<file path="config.mk">
export PLATFORM = sky130hd
export DESIGN_NAME = uart_cmd_queue
export DESIGN_NICKNAME = d
export VERILOG_FILES = /design/src/rtl/drive_pkg.sv /design/src/rtl/uart_cmd_queue_fifo.sv /design/src/rtl/uart_cmd_queue.sv
export SDC_FILE = /design/constraint.sdc
export NUM_CORES = 1
export LEC_CHECK = 0
export CORE_UTILIZATION = 51
export CTS_BUF_LIST = sky130_fd_sc_hd__clkbuf_4
export CTS_CLUSTER_SIZE = 16
export DETAILED_ROUTE_END_ITERATION = 12
export GPL_TIMING_DRIVEN = 0
export PLACE_DENSITY = 0.7
export SLEW_MARGIN = 20
export SYNTH_ARGS = -nofsm -noshare
export SYNTH_HDL_FRONTEND = slang
export SYNTH_HIERARCHICAL = 1
export SYNTH_SLANG_ARGS = --single-unit
</file>
<file path="constraint.sdc">
create_clock -name clk -period 6.03 [get_ports clk]
set_input_delay 0.9045 -clock clk [delete_from_list [all_inputs] [get_ports clk]]
set_output_delay 0.9045 -clock clk [all_outputs]
set_load 0.01 [all_outputs]
</file>
<file path="src/rtl/drive_pkg.sv">
// Shared constants for the drive command path: ASCII opcodes, clock rate,
// rate-shaping defaults and the queue controller state type.
package drive_pkg;

  localparam int CLK_HZ = 50_000_000;

  localparam logic [7:0] CMD_FWD   = 8'h46;  // "F"
  localparam logic [7:0] CMD_BACK  = 8'h42;  // "B"
  localparam logic [7:0] CMD_LEFT  = 8'h4C;  // "L"
  localparam logic [7:0] CMD_RIGHT = 8'h52;  // "R"
  localparam logic [7:0] CMD_STOP  = 8'h53;  // "S"

  // 100 ms repeat holdoff, 500 ms heartbeat
  localparam int HOLDOFF_DEFAULT   = CLK_HZ / 10;
  localparam int HEARTBEAT_DEFAULT = CLK_HZ / 2;

  typedef enum logic [1:0] {
    NO_CMD = 2'd0,
    ACTIVE = 2'd1,
    IDLE   = 2'd2
  } ctl_state_t;

  function automatic int max_int(input int a, input int b);
    return (a > b) ? a : b;
  endfunction

endpackage

</file>
<file path="src/rtl/uart_cmd_queue_fifo.sv">
// First-word fall-through register FIFO with occupancy output; read data
// reads as zero while empty so the output is clean after reset.
module sync_fifo #(
  parameter int DEPTH = 8,
  parameter int WIDTH = 8
) (
  input  logic                     clk,
  input  logic                     reset,
  input  logic                     wr_en,
  input  logic [WIDTH-1:0]         wr_data,
  input  logic                     rd_en,
  output logic [WIDTH-1:0]         rd_data,
  output logic [$clog2(DEPTH):0]   level,
  output logic                     full,
  output logic                     empty
);

  localparam int AW = $clog2(DEPTH);

  logic [WIDTH-1:0] mem [DEPTH];
  logic [AW-1:0]    wr_ptr;
  logic [AW-1:0]    rd_ptr;
  logic             do_wr;
  logic             do_rd;

  assign full    = (level == (AW+1)'(DEPTH));
  assign empty   = (level == '0);
  assign do_wr   = wr_en & ~full;
  assign do_rd   = rd_en & ~empty;
  assign rd_data = empty ? '0 : mem[rd_ptr];

  always_ff @(posedge clk) begin
    if (reset) begin
      wr_ptr <= '0;
      rd_ptr <= '0;
      level  <= '0;
    end else begin
      if (do_wr) wr_ptr <= wr_ptr + 1'b1;
      if (do_rd) rd_ptr <= rd_ptr + 1'b1;
      case ({do_wr, do_rd})
        2'b10:   level <= level + 1'b1;
        2'b01:   level <= level - 1'b1;
        default: level <= level;
      endcase
    end
  end

  // Storage carries data only; occupancy and pointers define what is valid.
  always_ff @(posedge clk) begin
    if (do_wr) mem[wr_ptr] <= wr_data;
  end

endmodule

</file>
<file path="src/rtl/uart_cmd_queue.sv">
// Command byte queue in front of uart_tx: drops fast repeats of the last
// command and re-sends it as a heartbeat when the link has gone quiet.
module uart_cmd_queue
  import drive_pkg::*;
#(
  parameter int DEPTH            = 8,
  parameter int HOLDOFF_CYCLES   = HOLDOFF_DEFAULT,
  parameter int HEARTBEAT_CYCLES = HEARTBEAT_DEFAULT,
  parameter int DEDUP_EN         = 1
) (
  input  logic                   clk,
  input  logic                   reset,
  input  logic [7:0]             in_data,
  input  logic                   in_valid,
  output logic                   in_ready,
  output logic [7:0]             out_data,
  output logic                   out_valid,
  input  logic                   out_ready,
  output logic [$clog2(DEPTH):0] level,
  output logic [7:0]             drop_count
);

  localparam int CNT_MAX = max_int(max_int(HOLDOFF_CYCLES, HEARTBEAT_CYCLES), 2);
  localparam int CNT_W   = $clog2(CNT_MAX);
  localparam logic [CNT_W-1:0] HOLD_LOAD = CNT_W'(HOLDOFF_CYCLES - 1);
  localparam logic [CNT_W-1:0] HB_LAST   = CNT_W'(HEARTBEAT_CYCLES - 1);

  ctl_state_t       state;
  ctl_state_t       state_nxt;
  logic             last_valid;
  logic             hb_fire;
  logic [7:0]       last_byte;
  logic [CNT_W-1:0] holdoff_cnt;
  logic [CNT_W-1:0] idle_cnt;
  logic             fifo_full;
  logic             fifo_empty;
  logic             discard;
  logic             in_push;
  logic             pop;
  logic             fifo_wr;
  logic [7:0]       fifo_wdata;

  assign in_ready   = ~fifo_full;
  assign out_valid  = ~fifo_empty;
  assign pop        = out_valid & out_ready;
  assign discard    = (DEDUP_EN != 0) && last_valid && (in_data == last_byte) &&
                      (holdoff_cnt != '0);
  assign in_push    = in_valid & in_ready & ~discard;
  assign fifo_wr    = in_push | hb_fire;
  assign fifo_wdata = in_push ? in_data : last_byte;

  sync_fifo #(.DEPTH(DEPTH), .WIDTH(8)) u_fifo (
    .clk     (clk),
    .reset   (reset),
    .wr_en   (fifo_wr),
    .wr_data (fifo_wdata),
    .rd_en   (pop),
    .rd_data (out_data),
    .level   (level),
    .full    (fifo_full),
    .empty   (fifo_empty)
  );

  always_ff @(posedge clk) begin
    if (reset) state <= NO_CMD;
    else       state <= state_nxt;
  end

  always_comb begin
    state_nxt = state;
    case (state)
      NO_CMD:  if (in_push) state_nxt = ACTIVE;
      ACTIVE:  if (fifo_empty && !fifo_wr) state_nxt = IDLE;
      IDLE:    if (fifo_wr) state_nxt = ACTIVE;
      default: state_nxt = NO_CMD;
    endcase
  end

  // A real input byte always wins over a heartbeat due on the same cycle.
  always_comb begin
    last_valid = (state != NO_CMD);
    hb_fire    = (state == IDLE) && fifo_empty && (idle_cnt == HB_LAST) && !in_push;
  end

  always_ff @(posedge clk) begin
    if (reset) begin
      last_byte   <= 8'h00;
      holdoff_cnt <= '0;
      idle_cnt    <= '0;
      drop_count  <= 8'h00;
    end else begin
      if (in_push) begin
        last_byte   <= in_data;
        holdoff_cnt <= HOLD_LOAD;
      end else if (holdoff_cnt != '0) begin
        holdoff_cnt <= holdoff_cnt - 1'b1;
      end
      if (fifo_wr || pop)                idle_cnt <= '0;
      else if (last_valid && fifo_empty) idle_cnt <= idle_cnt + 1'b1;
      if (in_valid && !in_ready && drop_count != 8'hFF) drop_count <= drop_count + 1'b1;
    end
  end

endmodule

</file>
==> results of run 1 <==
## synthesized netlist by cell type, types with 12 or more instances
cell type and n:
edfxtp_1 64, mux2i_1 19, nand2b_1 19, nor3_1 46, nor4_1 17, xor2_1 17, nand2_1 24, dfxtp_1 81
xnor2_1 31, mux4_2 15, nand3_1 15, a211oi_1 12, nor2_1 41
## critical path, delay by kind of cell
family / cells / cell delay, ns
fa+ha+maj: 2 / 0.43
xor+xnor: 3 / 0.54
simple gates: 4 / 1.07
compound gates: 4 / 0.69
buf+inv: 3 / 1.46
## layout make-up
cell class,count,area [µm²]
sequential,145,3540
fill,1087,5180
buffer,27,148
multi-input combinational,394,2900
clock buffer,17,128
inverter,11,41.3
clock inverter,15,133
tap,172,215
timing repair buffer,33,330
## logic make-up after synthesis
family,count (synthesis),synth area share (%)
fa+ha+maj,9,1.70
simple gates,229,19.3
mux,45,10.1
buf+inv,38,2.85
flops,145,53.5
xor+xnor,48,6.35
compound gates,63,6.23
## power by group through the flow
stage | clock [W] | combinational (W) | sequential (W)
final | 0.000570 | 0.000657 | 0.00116
after global routing | 0.000623 | 0.000718 | 0.00117
after CTS | 0.000583 | 0.000665 | 0.00116
after detailed placement | 0 | 0.000663 | 0.00118
after global placement | 0 | 0.000649 | 0.00118
after floorplan | 0 | 0.000435 | 0.00117
## flip-flops by register name (all words and copies together), names as in the netlist, named ones only
signal / flops
u_fifo/mem: 64
holdoff_cnt: 25
idle_cnt: 25
drop_count: 8
last_byte: 8
u_fifo/level: 4
u_fifo/rd_ptr: 3
u_fifo/wr_ptr: 3
state: 2
## through the flow
stage / utilization, % / instances / total power (W) / hold slack, ns
5_1_grt: 58.9 / 814 / 0.00251 / 0.517
4_1_cts: 58.9 / 814 / 0.00241 / 0.493
2_1_floorplan: - / 577 / 0.00161 / 0.449
3_5_place_dp: 56.9 / 782 / 0.00185 / 0.476
6_report: 58.9 / 814 / 0.00239 / 0.494
3_3_place_gp: 56.8 / 782 / 0.00183 / 0.467
## path summary, 6_finish.rpt
check / to / cells after the start / startpoint
max: u_fifo/level[2] / 16 / in_data[1]
min: holdoff_cnt[24] / 2 / holdoff_cnt[24]
max reg2reg: u_fifo/level[3] / 12 / holdoff_cnt[5]
min reg2reg: holdoff_cnt[24] / 2 / holdoff_cnt[24]
## routing by layer
layer / wire [µm] / global-route usage (%) / share of wire, % / vias to the layer above
li1: - / - / - / 2266
met1: 6560 / 30.0 / 49 / 2255
met2: 6070 / 33.4 / 46 / 97
met3: 493 / 4.45 / 3.7 / 17
met4: 207 / 9.66 / 1.6 / 0
met5: 0 / 0 / 0 / -
==> impl_summary.txt, run 1 <==
----------------------------------------------------
[Run status]
  Result of the run ... completed

[Clock network]
  Post-CTS resize count ... 0
  Clock edge transition at the registers on the reported setup and hold paths ... 0.12 ns
  Number of H-tree levels ... 4
  CTS tree ... done
  Post-CTS Repair Setup Buffers ... 0
  Insertion delay to the later sink of the worst-skew pair ... approximately 0.55 ns
  Bufs on Longest Clock Path ... 2
  Cts hold-fix bufs ... 0
  Number of clock buffers inserted by TritonCTS ... 17
  Clock root buffer ... clkbuf_4
  Clock Sinks ... 145

[Cells and area]
  Leading cell types in the layout, fill and taps excluded ... dfxtp_1, edfxtp_1, nor3_1
  Most common library cell in the layout ignoring fill and taps ... dfxtp_1
  Net count of the finished layout ... 650
  Post-route cell area ... 7440 µm²
  Antenna fix cells ... 0
  Proportion of layout cells with a drive suffix above 1 ... between 10 and 15%
  Area overhead of the layout relative to synthesis ... 12.3%

[Synthesis]
  Synthesized cell area ... 6620 µm²
  Portion of synthesized cell area occupied by the leading cell type ... 29.0%
  Synth Net Count ... 598
  Top cells by area in the synthesized netlist ... edfxtp_1, dfxtp_1, mux4_2, xnor2_1, nor3_1
  Count of warnings emitted by yosys ... 6
  Instance count of the mapped netlist ... 577
  Post-synthesis register bit count ... 145
  Avg Inst Size Synth ... around 11 µm²
  Proportion of synthesized flip-flops having asynchronous set or reset ... 0%
  Number of flops mapped to enable cells by yosys ... 64
  Portion of the post-synthesis area used by sequential elements ... a little over half
  Count of unique library cells instantiated by Yosys ... 57
  Main synth FF type ... dfxtp_1
  Library cell with the largest summed area after synthesis ... edfxtp_1

[Global route]
  Via count of the first global-routing pass ... 4504
  Global-route wire length before repair ... 22000 µm
  Maximum number of pins on one net before global-route repair ... 17
  Antenna violations before repair ... 0
  Overflow left after global routing ... 0
  Overall global routing resource usage ... 21.8%

[Floorplanning]
  Width of the die ... around 120 µm
  Initial cell density of the core ... 52.5%
  Height of the die ... between 100 and 150 µm
  Number of top-level pins ... 34
  Die Outline Area ... 13400 µm²
  Number of placement rows ... 41
  Placeable Area ... 12600 µm²

[Timing]
  Fin crit share ... 76.4%
  Final critical delay including setup and external delays ... ~4.6 ns
  Highest clock frequency the design can meet ... ~220 MHz
  Setup repair after global routing missed its margin ... no
  Worst path setup slack after routing ... 1.43 ns
  Hold Vio Cnt, Final ... 0
  Post-route clock skew ... between 0.01 and 0.015 ns
  Slew of the pin with the lowest slew margin ... 0.926 ns
  Max-Slew Margin vs Limit ... between 30% and 40%
  Final count of pins violating max slew ... 0
  Setup violation total in the final timing report ... 0
  Final-layout setup total negative slack ... 0 ns

[Critical path]
  Register-to-register setup slack ... 1.68 ns
  Kind of critical path ... in2reg
  Cell chain of the critical path ... clkdlybuf4s50_1 > xor2_1 > nor4_1 > o2111ai_1 > o21ai_0 > clkbuf_1 > clkbuf_1 > nand2_1 > nand2_4 > ha_1 > xor2_1 > ha_1 > a21oi_1 > xor2_1 > or3_1 > a21oi_1
  Delay of the slowest critical-path stage ... 0.51 ns
  CP max-delay cell ... clkdlybuf4s50_1
  Worst setup EP type ... register
  Critical Path RT ... 6.52 ns
  Arrival time at the worst endpoint ... 5.09 ns
  Worst Path Max Fanout ... 10
  Cell occurring most often along the worst timing path ... xor2_1
  Launching element type of the critical path ... input pin

[Power]
  Fraction of power spent switching nets ... 32.1%
  Leakage power figure ... around 2.4 nW
  Net load switching power ... about 0.00077 W
  IR drop worst, VDD ... 0.177 mV
  Combinational power share ... 27.5%
  Proportion of power drawn by the clock network ... 23.9%
  Portion of total power attributed to sequential cells ... between 40% and 50%
  Pwr dens ... 321 nW/µm²
  Internal portion of total power ... 0.00162 W

[Drt]
  Number of vias after detailed routing ... 4635
  Overall routed net length ... 13300 µm
  Pre-Repair DR Iteration Count ... 4
  Remaining antenna violation count ... 0
  Detailed-route vias per instance ... between 5 and 6
  Final routed wire length divided by cell count ... between 15 and 20 µm
  Detailed Route Iter0 Violations ... 204
  Number of remaining DRC errors ... 0

[Placement]
  Count of input and output buffers ... 33
  Worst setup slack after placement ... around 0.96 ns
  Half-perimeter wire length of the detailed placement result ... 9060 µm
  Standard cell area after detailed placement ... 7180 µm²
  Routability-driven placement congestion ratio ... 0.831

[Min path]
  Hold Crit Class ... reg2reg

[Run]
  Maximum capacitance violations ... 0

----------------------------------------------------
No activity file was read; power rests on OpenSTA's default activity.
==> run 2, diff against run 1 <==
==> constraint.sdc (replaced) <==
create_clock -name clk -period 4.55 [get_ports clk]
set_input_delay 0.6825 -clock clk [delete_from_list [all_inputs] [get_ports clk]]
set_output_delay 0.6825 -clock clk [all_outputs]
set_load 0.01 [all_outputs]
==> run 2 against run 1 <==
First-iteration DRC count up 2.0%. Setup slack worse by 1.1 ns. Clock skew fell by 0.0016 ns. Cell area grew 0.10%. Register-to-register slack worse by 1.4 ns. Global-route usage stayed put. Worst hold slack worse by 0.0025 ns. Sequential cell count unchanged. Final cell count did not move. Non-clock buffer count unchanged. Utilization up 0.060 points.
==> impl_summary.txt, run 2 (synthesis results as in run 1) <==
----------------------------------------------------
[Cells and area]
  Leading cell types in the layout, fill and taps excluded ... dfxtp_1, edfxtp_1, nor3_1
  Register containing the most flip-flops in the final layout ... u_fifo/mem
  Most common library cell in the layout ignoring fill and taps ... dfxtp_1
  Multi-input logic area ... 2910 µm² (+0.22%)
  Area overhead of the layout relative to synthesis ... 12.4%
  Flip-flop count of the largest register after layout ... 64 (unchanged)
  Post-route cell area ... 7450 µm² (+0.10%)
  Area used by sequential logic in the layout ... 3540 µm² (unchanged)
  Proportion of layout cells with a drive suffix above 1 ... 14.5% (+0.31 points)
  Largest registers ... u_fifo/mem: 64 flops, holdoff_cnt: 25 flops, idle_cnt: 25 flops
  # fillers ... 1089 (+0.18%)
  Antenna fix cells ... 0 (unchanged)
  Net count of the finished layout ... 650 (unchanged)

[Global route]
  Overflow left after global routing ... 0 (unchanged)
  Overall global routing resource usage ... 21.8% (unchanged)
  Maximum number of pins on one net before global-route repair ... 17 (unchanged)
  Antenna violations before repair ... 0 (unchanged)
  Via count of the first global-routing pass ... 4504 (unchanged)
  Global-route wire length before repair ... 22000 µm (unchanged)

[Timing]
  Final count of pins violating max slew ... 0 (unchanged)
  Final critical delay including setup and external delays ... 4.23 ns
  Slew of the pin with the lowest slew margin ... 0.917 ns (-0.00959 ns)
  Final-layout setup total negative slack ... 0 ns (unchanged)
  Hold Vio Cnt, Final ... 0 (unchanged)
  Fin crit share ... 93.0%
  Highest clock frequency the design can meet ... between 200 and 250 MHz
  Post-route clock skew ... 0.0121 ns (-0.00158 ns)
  Max-Slew Margin vs Limit ... 38.6% (+0.64 points)
  Setup repair after global routing missed its margin ... no
  Worst path setup slack after routing ... 0.321 ns (-1.10 ns)
  Setup violation total in the final timing report ... 0 (unchanged)

[Critical path]
  Kind of critical path ... reg2reg
  Worst r2r dst ... u_fifo/level[3]
  Startpoint of the worst register-to-register path ... holdoff_cnt[8]
  Arrival time at the worst endpoint ... 4.68 ns (-0.41 ns)
  Worst setup EP type ... register
  Start point of the critical path ... holdoff_cnt[8]
  Launching element type of the critical path ... register
  Critical Path RT ... 5.00 ns (-1.52 ns)
  Register-to-Register Path Depth ... 12 (unchanged)
  Worst Path Max Fanout ... 10 (unchanged)
  Register-to-register setup slack ... 0.32 ns (-1.36 ns)

[Placement]
  Count of input and output buffers ... 33 (unchanged)
  Half-perimeter wire length of the detailed placement result ... 9060 µm (unchanged)
  Worst setup slack after placement ... -0.295 ns (-1.26 ns)
  Standard cell area after detailed placement ... 7180 µm² (unchanged)
  Routability-driven placement congestion ratio ... 0.831 (unchanged)

[Clock network]
  Number of clock buffers inserted by TritonCTS ... 17 (unchanged)
  CTS tree ... done
  Cts hold-fix bufs ... 0 (unchanged)
  Clock edge transition at the registers on the reported setup and hold paths ... 0.12 ns (about the same)
  Post-CTS resize count ... 0 (unchanged)
  Clock root buffer ... clkbuf_4
  Bufs on Longest Clock Path ... 2 (unchanged)
  Number of H-tree levels ... 4 (unchanged)
  Post-CTS Repair Setup Buffers ... 0 (unchanged)
  Insertion delay to the later sink of the worst-skew pair ... 0.55 ns (about the same)
  Clock Sinks ... 145 (unchanged)

[Min path]
  Min-delay src ... holdoff_cnt[24]
  Hold Crit Depth ... 2 (unchanged)
  Terminating pin of the worst hold path ... holdoff_cnt[24]
  Hold Crit Class ... reg2reg

[Floorplanning]
  Number of top-level pins ... 34 (unchanged)
  Placeable Area ... 12600 µm² (unchanged)
  Width of the die ... 116 µm (unchanged)
  Die Outline Area ... 13400 µm² (unchanged)
  Number of placement rows ... 41 (unchanged)
  Initial cell density of the core ... 52.5% (unchanged)
  Height of the die ... 116 µm (unchanged)

[Drt]
  Number of vias after detailed routing ... 4636 (+0.022%)
  Number of remaining DRC errors ... 0 (unchanged)
  Pre-Repair DR Iteration Count ... 4 (unchanged)
  Detailed-route vias per instance ... 5.70 (about the same)
  Remaining antenna violation count ... 0 (unchanged)
  Final routed wire length divided by cell count ... 16.4 µm (+0.17%)
  Overall routed net length ... 13400 µm (+0.17%)
  Detailed Route Iter0 Violations ... 208 (+2.0%)

[Power]
  IR drop worst, VDD ... 0.223 mV (+26%)
  Pwr dens ... 425 nW/µm² (+32%)
  Total power consumption of the routed design ... 0.00317 W (+33%)
  Leakage power figure ... 2.39 nW (+0.17%)

[Run]
  Maximum capacitance violations ... 0 (unchanged)

[Run status]
  Result of the run ... completed

----------------------------------------------------
## run 2: cell counts in the layout (fill, tap and decap cells not counted)
No cell type changed its count.
## run 2: worst max path at each step
| stage | end | slack (ns) | cells past startpoint |
|---|---|---|---|
| after CTS | u_fifo/level[3] | 0.29 | 12 |
| after global placement | u_fifo/level[3] | -0.34 | 13 |
| after global routing | u_fifo/level[2] | 0.02 | 15 |
| after floorplan | u_fifo/level[3] | 0.88 | 12 |
| after detailed placement | u_fifo/level[3] | -0.30 | 13 |
| final | u_fifo/level[3] | 0.32 | 12 |
## run 2: area by class of cell
| class | instances | area share (%) |
|---|---|---|
| Timing Repair Buffer | 33 | 4.44 |
| Tap cell | 172 | 2.89 |
| Inverter | 11 | 0.555 |
| Buffer | 27 | 2.00 |
| Sequential cell | 145 | 47.6 |
| Clock buffer | 17 | 1.71 |
| Clock inverter | 15 | 1.78 |
| Multi-Input combinational cell | 394 | 39.0 |
## run 2: through the flow
| step | std cells | hold WS [ns] | util (%) |
|---|---|---|---|
| final | 814 | 0.491 | 59.0 |
| after global routing | 814 | 0.517 | 59.0 |
| after CTS | 814 | 0.493 | 58.9 |
| after detailed placement | 782 | 0.476 | 56.9 |
| after global placement | 782 | 0.467 | 56.8 |
| after floorplan | 577 | 0.449 | - |
## run 2: layer usage
metal | track usage [%] | part of all wire (%)
met1 | 30.0 | 48
met2 | 33.4 | 46
met3 | 4.45 | 4.6
met4 | 9.66 | 1.6
met5 | 0 | 0
## run 2: critical path: stages (launching register included)
cell and delay (ns):
dfxtp_1 0.38, nor4_1 0.64, nand4_1 0.37, nor2_1 0.33, o21ai_0 0.16, clkbuf_1 0.30, clkbuf_2 0.29, nand2_1 0.25
nand2_4 0.11, ha_1 0.40, or3_1 0.39, o32ai_1 0.15, mux2_2 0.37
## run 2: power breakdown
group | switching [W] | internal, W | total, W
combinational | 0.000461 | 0.000410 | 0.000871
sequential | 0.0000737 | 0.00147 | 0.00154
clock | 0.000483 | 0.000274 | 0.000757
